===== config.mk =====
export PLATFORM = sky130hd
export DESIGN_NAME = lisa_rxn_fifo
export DESIGN_NICKNAME = d
export VERILOG_FILES = /design/src/rtl/lisa_rxn_fifo.sv
export SDC_FILE = /design/constraint.sdc
export NUM_CORES = 1
export LEC_CHECK = 0
export ABC_AREA = 0
export BUFFER_PORTS_ARGS = -buffer_cell sky130_fd_sc_hd__buf_2
export CORE_AREA = 2 2 102 104
export CTS_CLUSTER_DIAMETER = 50
export DETAILED_ROUTE_END_ITERATION = 10
export DIE_AREA = 0 0 104 106
export MAX_ROUTING_LAYER = met4
export REMOVE_ABC_BUFFERS = 1
export SYNTH_ARGS = -nofsm -noshare
export SYNTH_HDL_FRONTEND = slang
export SYNTH_SLANG_ARGS = --single-unit

===== constraint.sdc =====
create_clock -name clk -period 3.77 [get_ports clk]
set_input_delay 1.131 -clock clk [delete_from_list [all_inputs] [get_ports clk]]
set_output_delay 1.131 -clock clk [all_outputs]
set_load 0.005 [all_outputs]

===== src/rtl/lisa_rxn_fifo.sv =====
// lisa_rxn_fifo: UART receiver with FWFT FIFO and sticky errors; parity built only with LISA_RX_PARITY_EN
module lisa_rxn_fifo #(
  parameter int DATA_BITS  = 8,
  parameter int FIFO_DEPTH = 4,
  parameter int OVS        = 16
) (
  input  logic                          clk,
  input  logic                          rst,
  input  logic                          baud_ref,
  input  logic                          rxd,
  input  logic                          parity_en,
  input  logic                          parity_odd,
  input  logic                          rd,
  input  logic                          clr_err,
  output logic [DATA_BITS-1:0]          d,
  output logic                          data_avail,
  output logic [$clog2(FIFO_DEPTH):0]   count,
  output logic                          frame_err,
  output logic                          parity_err,
  output logic                          overrun
);
  localparam int TW = $clog2(OVS);
  localparam int AW = $clog2(FIFO_DEPTH);
  localparam int CW = AW + 1;
  localparam logic [TW-1:0] MID  = TW'(OVS / 2 - 1);
  localparam logic [TW-1:0] FULL = TW'(OVS - 1);
  localparam logic [3:0]    LAST = 4'(DATA_BITS - 1);
`ifdef LISA_RX_PARITY_EN
  localparam bit PAR = 1'b1;
`else
  localparam bit PAR = 1'b0;
`endif
  typedef enum logic [2:0] {IDLE, START, DATA, PARITY, STOP, BRK} state_t;
  state_t state, state_n;
  logic rx_s1, rx_s2, rx_q;
  logic [TW-1:0] tick, tick_n;
  logic [3:0] bits, bits_n;
  logic [DATA_BITS-1:0] sh, sh_n;
  logic bad, bad_n, pen, pen_n, podd, podd_n;
  logic push, set_fe, set_pe, hit_mid, hit_full;
  logic [DATA_BITS-1:0] mem [FIFO_DEPTH];
  logic [AW-1:0] wp, rp;
  logic push_ok, rd_ok, full;
  assign hit_mid  = baud_ref && tick == MID;
  assign hit_full = baud_ref && tick == FULL;
  // two-flop synchroniser plus one delay flop for falling-edge detection
  always_ff @(posedge clk) begin
    if (rst) {rx_s1, rx_s2, rx_q} <= 3'b111;
    else {rx_s1, rx_s2, rx_q} <= {rxd, rx_s1, rx_s2};
  end
  // receiver state and datapath registers
  always_ff @(posedge clk) begin
    if (rst) begin
      state <= IDLE;
      tick  <= '0;
      bits  <= '0;
      sh    <= '0;
      bad   <= 1'b0;
      pen   <= 1'b0;
      podd  <= 1'b0;
    end else begin
      state <= state_n;
      tick  <= tick_n;
      bits  <= bits_n;
      sh    <= sh_n;
      bad   <= bad_n;
      pen   <= pen_n;
      podd  <= podd_n;
    end
  end
  // next-state: tick restarts from 0 on every state entry
  always_comb begin
    state_n = state;
    tick_n  = baud_ref ? tick + 1'b1 : tick;
    bits_n  = bits;
    sh_n    = sh;
    bad_n   = bad;
    pen_n   = pen;
    podd_n  = podd;
    push    = 1'b0;
    set_fe  = 1'b0;
    set_pe  = 1'b0;
    case (state)
      IDLE: begin
        tick_n = '0;
        bits_n = '0;
        bad_n  = 1'b0;
        if (rx_q && !rx_s2) state_n = START;
      end
      START: if (hit_mid) begin
        tick_n  = '0;
        state_n = rx_s2 ? IDLE : DATA;
        pen_n   = PAR & parity_en;
        podd_n  = parity_odd;
      end
      DATA: if (hit_full) begin
        tick_n = '0;
        sh_n   = {rx_s2, sh[DATA_BITS-1:1]};
        bits_n = bits + 4'd1;
        if (bits == LAST) state_n = pen ? PARITY : STOP;
      end
      PARITY: if (hit_full) begin
        tick_n  = '0;
        bad_n   = rx_s2 ^ (^sh) ^ podd;
        state_n = STOP;
      end
      STOP: if (hit_full) begin
        tick_n  = '0;
        state_n = rx_s2 ? IDLE : BRK;
        set_fe  = !rx_s2;
        set_pe  = rx_s2 && bad;
        push    = rx_s2 && !bad;
      end
      BRK: begin
        tick_n = '0;
        if (rx_s2) state_n = IDLE;
      end
      default: state_n = IDLE;
    endcase
  end
  assign full    = count == CW'(FIFO_DEPTH);
  assign rd_ok   = rd && count != '0;
  assign push_ok = push && (!full || rd_ok);
  // FIFO storage; contents need no reset because d is masked while empty
  always_ff @(posedge clk) begin
    if (push_ok) mem[wp] <= sh;
  end
  // FIFO pointers and occupancy
  always_ff @(posedge clk) begin
    if (rst) begin
      wp    <= '0;
      rp    <= '0;
      count <= '0;
    end else begin
      if (push_ok) wp <= wp + 1'b1;
      if (rd_ok) rp <= rp + 1'b1;
      count <= count + CW'(push_ok) - CW'(rd_ok);
    end
  end
  assign d          = count == '0 ? '0 : mem[rp];
  assign data_avail = count != '0;
  // sticky error flags; a new error beats clr_err in the same cycle
  always_ff @(posedge clk) begin
    if (rst) begin
      frame_err  <= 1'b0;
      parity_err <= 1'b0;
      overrun    <= 1'b0;
    end else begin
      frame_err  <= set_fe | (frame_err & ~clr_err);
      parity_err <= PAR & (set_pe | (parity_err & ~clr_err));
      overrun    <= (push && full && !rd) | (overrun & ~clr_err);
    end
  end
endmodule


# == Word level (Yosys, flattened, before mapping) ==
# Memories as Yosys holds them, arrays and structs flattened. A register that Yosys moved wholly into a read port is not among the register bits.
# Index checks and enable logic that the tools add are counted.
# classes
add_sub_neg,6
n_eq_ne,16
mux,27
n_bitwise,7
reduce_logical,26
# ops
operator,n
3-bit 2-to-1 mux,8
3-bit case mux with 6 select lines,1
4-bit 2-to-1 mux,4
"2-bit != test, second input constant",7
4-bit case mux with 3 select lines,1
"3-bit equality test, second input constant",3
"4-bit by 1-bit adder with 4-bit output, second input constant",2
"4-bit by 3-bit equality test with 1-bit output, second input constant",2
1-bit logical AND,8
8-bit 2-to-1 mux,1
4-bit case mux with 2 select lines,1
2-bit AND reduction,4
8-bit parity,1
1-bit 2-to-1 mux,7
7-bit AND reduction,1
"3-bit by 2-bit equality test with 1-bit output, second input constant",2
3-bit logical NOT,2
2-bit 2-to-1 mux,3
"2-bit by 1-bit adder with 2-bit output, second input constant",2
"4-bit equality test, second input constant",1
1-bit logical NOT,4
2-bit nonzero test,2
3-bit by 1-bit adder with 3-bit output,1
"3-bit by 1-bit equality test with 1-bit output, second input constant",1
other kinds (10),13
# totals
register_bits,33
ram_bits,32
input_bits,8
output_inout_bits,15
elab_cells,97
n_memories,1
# memory_table
memory,words,word_bits,read_ports,rd_ports_with_merged_regs,write_ports,line_no,source
mem,4,8,1,1,1,41,logic [DATA_BITS-1:0] mem [FIFO_DEPTH];

# == Longest topological paths before layout ==
# Gate-level depths: netlist of the first run.
# depth
word_depth,7
ltp_mapped,12

# == Least setup slack after synthesis of the first run ==
# No wires, ideal clock.
# synth_timing
path_kind,input to register
start,input baud_ref
end,register count[2]
setup_time_ns,0.128
arrival_time_ns,3.170
t_required_ns,3.642
path_slack_ns,0.473
path_stages,12
cell_sequence,buf_4 > nand4_2 > nor4_4 > inv_1 > ha_1 > inv_1 > ha_1 > inv_1 > fa_1 > xor2_1 > xnor2_1 > nor2_1
# synth_via
elab_chain_cells,6
# synth_lines
element,line_no,source
start: declaration,9,"input logic baud_ref,"
1-bit logical AND,45,assign hit_full = baud_ref && tick == FULL;
1-bit 2-to-1 mux,107,STOP: if (hit_full) begin
1-bit 2-to-1 mux,83,case (state)
1-bit logical AND,123,assign push_ok = push && (!full || rd_ok);
3-bit by 1-bit adder with 3-bit output,137,count <= count + CW'(push_ok) - CW'(rd_ok);
3-bit by 1-bit subtractor with 3-bit output,137,
end signal: assignment,137,
end: declaration,17,"output logic [$clog2(FIFO_DEPTH):0] count,"
# No other way between the ends.
# A chain may end at the register's enable or synchronous reset.

==> metrics.cfg, run 1 <==
[power]
power.ir.vdd_worst_mv = 0.198
pwr_density_cell_nw_per_um2 = 410
post-layout-total-power_uw = 1380
power.leakage_uw = 0.00135

[cts]
clk-insertion-delay-late_ns = 0.34
cts-hold-fix-buffers = 0
cts-buffers-inserted = 9
cts-htree-levels = 3
cts_setup_buffers = 0
clk_transition_reported_paths_ns = 0.07
clock_path_buffers = 2
cts.repair.resized = 0
ctsRootBufferMaster = clkbuf_8
cts_tree = built
clock_sink_count = 67

[placement]
dp_cells = 381
hpwl_um = 3290
gpl.final_weighted_congestion = 0.735
port_buffers = 20
dpl_cell_area_um2 = 3160

[layout]
area_growth_from_synthesis_to_final_layout_pct = 14.4
antenna-diode-count = 0
drive_above_1_share_pct = 21.5
fin_nets = 273
fin_util_pct = 33.6
register_area_um2 = 1660
layoutNonFillerInstCount = 397
post-route-cell-area_um2 = 3360
final_common_cell = dfxtp_1
multi_input_comb_area_um2 = 1180
n_fill_cell = 1019
final_cell_mix = dfxtp_1, edfxtp_1, nor2_1

[die]
boundaryPins = 23
die-area_um2 = 11000
std_cell_rows = 37
die-width_um = 104
initial_core_util_pct = 29.4
coreArea_um2 = 10000
die_h_um = 106

[critical_path]
critPathLaunchType = flip-flop
worst_path_dominant_cell_family = flip-flops
critical_path_data_required_time_ns = 2.64
crit_slowest_cell = dfxtp_1
crit_reg_reg_endpoint = count[2]
crit_chain = mux4_2, and2_1, buf_2
path_buf_inv = 1
rrSetupSlack_ns = 1.10
critPathMaxStageDelay_ns = 0.66
timing.rr.start = state[1]
maximum_fanout_along_the_worst_path = 8
cp.arrival_ns = 1.85
critPathCaptureType = output pin
reg2reg_depth = 11
critPathKind = flip-flop to output pin

[timing]
setup_viol_count_final = 0
final_period_minus_worst_setup_slack_ns = 2.99
slew-limit-headroom_pct = 60.5
clock.fmax_mhz = 335
setup_repair_after_global_routing_missed_its_margin = false
hold_viol_final = 0
setup_total_negative_slack_ns = 0
timing_worst_slew_pin_value_ns = 0.592
finalClockSkew_ns = 0.00675
final_max_slew_viol_count = 0
period_share_pct = 79.2

[synthesis]
ys_top_cells_by_area = edfxtp_1, dfxtp_1, mux4_2
netlist.area_leader.share_pct = 32.7
synth_seq_area_share_pct = 56.5
post_synth_inst_count = 235
async_set_or_reset_flop_fraction_in_the_synthesized_netlist_pct = 0
ys_dominant_reg_cell = dfxtp_1
synth-edff-count = 32
synth_area_um2 = 2940
synth_cell_types = 50
synth_warnings = 0
synth-seq-cells = 67
syn-mean-instance-area_um2 = 12.5
synth_top_cell_by_area = edfxtp_1

[drt]
first_pass_iteration_count_of_the_detailed_router = 7
detail_route.wirelength_um = 4840
met3RoutedLength_um = 195
dr.max_layer_used = met4
met1Wirelength_um = 2310
wl_met2_um = 2290
route.vias.total = 1739
postRouteAntennaNets = 0
viasPerCell = 4.38
avgRoutedWirePerCell_um = 12.2
drt_iter0_drc = 73
remaining_drc_errors = 0

[grt]
grt_max_degree = 34
globalRouteOverflowTotal = 0
grt_util_all_layers_pct = 9.85
antenna_found_initial = 0
grt_first_pass_wirelength_um = 8360
first_global_vias = 1726

[job]
cap_viol_max_count = 0

[hold_path]
cell_count_of_the_worst_hold_path = 1
worst_hold_startpoint = rx_s1
holdCritPathClass = flip-flop to flip-flop
hold_end = rx_s2

[outcome]
run_status = finished clean

==> where the power goes <==
group / switching [uW] / internal (uW) / total (uW) / leakage (uW)
Combinational: 16.4 / 10.8 / 27.2 / 0.000603
Sequential: 3.68 / 757 / 760 / 0.000655
Clock: 284 / 308 / 592 / 0.0000958
Total: 304 / 1080 / 1380 / 0.00135
==> synth_stat cells, types with 2 or more instances <==
| master | count |
|---|---|
| xnor2_1 | 8 |
| nand2_1 | 6 |
| nand3_1 | 4 |
| nor3b_1 | 4 |
| buf_4 | 3 |
| a21oi_1 | 5 |
| dfxtp_1 | 35 |
| mux2i_1 | 11 |
| o21ai_0 | 7 |
| clkbuf_1 | 7 |
| nor4_1 | 2 |
| a31oi_1 | 2 |
| nand4_1 | 2 |
| nand2b_1 | 3 |
| edfxtp_1 | 32 |
| and2_1 | 13 |
| nor2_1 | 24 |
| nor3_1 | 3 |
| mux4_2 | 8 |
| or2_2 | 4 |
| inv_1 | 7 |
| xor2_1 | 7 |
| nor2b_1 | 4 |
| ha_1 | 8 |
==> kinds of logic (layout without fill, tap and decap cells) <==
family          Yosys count  in the layout  share of synthesized area, %
simple gates             78             78                          15.2
flops                    67             67                          56.5
compound gates           25             25                          5.66
buf+inv                  20             46                          3.24
mux                      19             19                          9.88
xor+xnor                 16             16                          5.24
fa+ha+maj                 9              9                          4.09
other cells               1              1                         0.128
==> per-stage QoR <==
| stage | setup WS (ns) | hold slack, ns |
|---|---|---|
| after floorplan | 0.630 | 0.389 |
| after global placement | 0.530 | 0.394 |
| after detailed placement | 0.503 | 0.393 |
| after CTS | 0.716 | 0.411 |
| after global routing | 0.608 | 0.428 |
| final | 0.785 | 0.410 |
==> state kept, by name, summed over array words and instances (netlist names), named ones only <==
name,count
frame_err,1
mem,32
podd,1
bad,1
state,3
rx_s2,1
count,3
rx_s1,1
sh,8
tick,4
wp,2
rx_q,1
bits,4
rp,2
overrun,1
==> final cells by class <==
| cell class | count | area share, % |
|---|---|---|
| Multi-Input combinational cell | 148 | 35.2 |
| Clock buffer | 9 | 3.68 |
| Tap cell | 136 | 5.06 |
| Inverter | 7 | 0.781 |
| Sequential cell | 67 | 49.4 |
| Timing Repair Buffer | 23 | 3.65 |
| Clock inverter | 7 | 2.27 |
==> worst max path at each step <==
stage,endpoint,cells past startpoint
final,d[2],3
after CTS,d[2],3
after detailed placement,count[2],12
after global placement,count[2],12
after floorplan,count[2],11
after global routing,d[2],3
==> layer usage <==
layer,GRT usage (%),vias to the layer above
met5,-,-
met4,2.32,0
met3,3.99,5
met2,15.3,27
met1,12.1,827
li1,-,880
==> worst register-to-register path, stage by stage (launching register included) <==
cell and delay (ns):
dfxtp_1 0.47, or3b_4 0.50, nor4_4 0.27, inv_1 0.07, ha_1 0.28, inv_1 0.05, ha_1 0.13, inv_1 0.05
fa_1 0.37, xor2_1 0.16, xnor2_1 0.14, nor2_1 0.05
Power figures use the tool's default switching activity.
==> inputs of run 2 (changes only) <==
Clock period 3.77 ns to 2.57 ns, I/O delays scaled along.
==> run 2 against run 1 <==
  * Sequential share of layout area down 1.5 points
  * Clock-buffer cell count unchanged
  * Worst hold slack gained 0.0017 ns
  * Total power grew 55%
  * Wire length is 0.54% higher
  * Via count grew 0.92%
  * Critical path type unchanged
  * Combinational power increased by 79%
==> metrics.cfg, run 2 (synthesis results as in run 1) <==
[outcome]
run_status = finished clean  ; unchanged

[job]
cap_viol_max_count = 0  ; unchanged

[timing]
final_max_slew_viol_count = 0  ; unchanged
slew-limit-headroom_pct = 61.0  ; was 60.5%
final_period_minus_worst_setup_slack_ns = 2.43
timing_worst_slew_pin_value_ns = 0.584  ; was 0.592 ns
setup_viol_count_final = 0  ; unchanged
setup_repair_after_global_routing_missed_its_margin = true  ; was false
hold_viol_final = 0  ; unchanged
finalClockSkew_ns = 0.00884  ; was 0.00675 ns
clock.fmax_mhz = 411
period_share_pct = 94.6

[drt]
viasPerCell = 4.31  ; was 4.38
avgRoutedWirePerCell_um = 12.0  ; was 12.2 um
detail_route.wirelength_um = 4870  ; was 4840 um
remaining_drc_errors = 0  ; unchanged
route.vias.total = 1755  ; was 1739
postRouteAntennaNets = 0  ; unchanged
drt_iter0_drc = 58  ; was 73
first_pass_iteration_count_of_the_detailed_router = 4  ; was 7

[cts]
cts-hold-fix-buffers = 0  ; unchanged
clock_path_buffers = 2  ; unchanged
ctsRootBufferMaster = clkbuf_8  ; unchanged
cts_setup_buffers = 0  ; unchanged
clock_sink_count = 67  ; unchanged
clk_transition_reported_paths_ns = 0.08  ; was 0.07 ns
clk-insertion-delay-late_ns = 0.34  ; about the same
cts-htree-levels = 3  ; unchanged
cts_tree = built  ; unchanged
cts.repair.resized = 0  ; unchanged
cts-buffers-inserted = 9  ; unchanged

[placement]
port_buffers = 20  ; unchanged
gpl.final_weighted_congestion = 0.796  ; was 0.735
hpwl_um = 3380  ; was 3290 um
dpl_cell_area_um2 = 3240  ; was 3160 um^2

[layout]
drive_above_1_share_pct = 26.2  ; was 21.5%
fin_util_pct = 34.8  ; was 33.6%
post-route-cell-area_um2 = 3480  ; was 3360 um^2
max_reg_flops = 32  ; unchanged
n_fill_cell = 1016  ; was 1019
fin_nets = 283  ; was 273
antenna-diode-count = 0  ; unchanged
area_growth_from_synthesis_to_final_layout_pct = 18.3  ; was 14.4%
final_cell_mix = dfxtp_1, edfxtp_1, nor2_1  ; unchanged
max_flop_register = mem  ; unchanged
largest_registers = mem (32), sh (8)  ; unchanged

[die]
std_cell_rows = 37  ; unchanged
coreArea_um2 = 10000  ; unchanged
die_h_um = 106  ; unchanged
die-width_um = 104  ; unchanged
boundaryPins = 23  ; unchanged
die-area_um2 = 11000  ; unchanged
initial_core_util_pct = 29.4  ; unchanged

[power]
power.ir.vdd_worst_mv = 0.258  ; was 0.198 mV
pwr_density_cell_nw_per_um2 = 614  ; was 410 nW/um^2
power.leakage_uw = 0.00142  ; was 0.00135 uW
post-layout-total-power_uw = 2140  ; was 1380 uW

[grt]
grt_max_degree = 34  ; unchanged
globalRouteOverflowTotal = 0  ; unchanged
antenna_found_initial = 0  ; unchanged
first_global_vias = 1829  ; was 1726
grt_util_all_layers_pct = 10.1  ; was 9.85%
grt_first_pass_wirelength_um = 8590  ; was 8360 um

[critical_path]
critPathCaptureType = output pin  ; unchanged
cp.arrival_ns = 1.66  ; was 1.85 ns
maximum_fanout_along_the_worst_path = 8  ; unchanged
critical_path_data_required_time_ns = 1.80  ; was 2.64 ns
critPathLaunchType = flip-flop  ; unchanged
critPathKind = flip-flop to output pin  ; unchanged

[hold_path]
holdCritPathClass = flip-flop to flip-flop  ; unchanged

## run 2: cell type report
class	count	area, um^2	share of cell area (%)
clock buffer	9	124	3.56
clock inverter	7	98.8	2.84
inverter	7	26.3	0.755
multi-input combinational	148	1200	34.4
sequential	67	1670	47.9
tap	136	170	4.89
timing repair buffer	33	198	5.68
## run 2: report_power, final
part / internal, uW / total, uW / switching, uW
Sequential: 1110 / 1110 / 1.80
Combinational: 20.3 / 48.8 / 28.5
Clock: 553 / 977 / 424
Total: 1680 / 2140 / 454
## run 2: per-layer routing
layer,wire (um),vias to the layer above,global-route usage [%]
met5,0,-,-
met4,51,0,3.09
li1,-,898,-
met2,2220,26,15.4
met3,169,6,3.56
met1,2420,825,12.5
## run 2: final timing paths
kind / startpoint / cells after the start / slack [ns] / endpoint
setup / recovery: flip-flop / 4 / 0.14 / d[2]
hold / removal: rx_s1 / 1 / 0.41 / rx_s2
setup reg to reg: state[0] / 11 / 0.17 / count[2]
hold reg to reg: rx_s1 / 1 / 0.41 / rx_s2
## run 2: per-stage QoR
stage                     instances  TNS (ns)  hold WS (ns)  setup slack (ns)
after floorplan                 222    -0.225         0.389            -0.210
after global placement          391    -0.273         0.399            -0.237
after detailed placement        391    -0.328         0.393            -0.264
after CTS                       407         0         0.411            0.0188
after global routing            407  -0.00209         0.435          -0.00209
final                           407         0         0.412             0.139
## run 2: worst max-delay path: stages, from the launching register on
cell     delay (ns)
dfxtp_1        0.32
buf_4          0.20
mux4_2         0.52
and2_1         0.16
buf_2          0.12
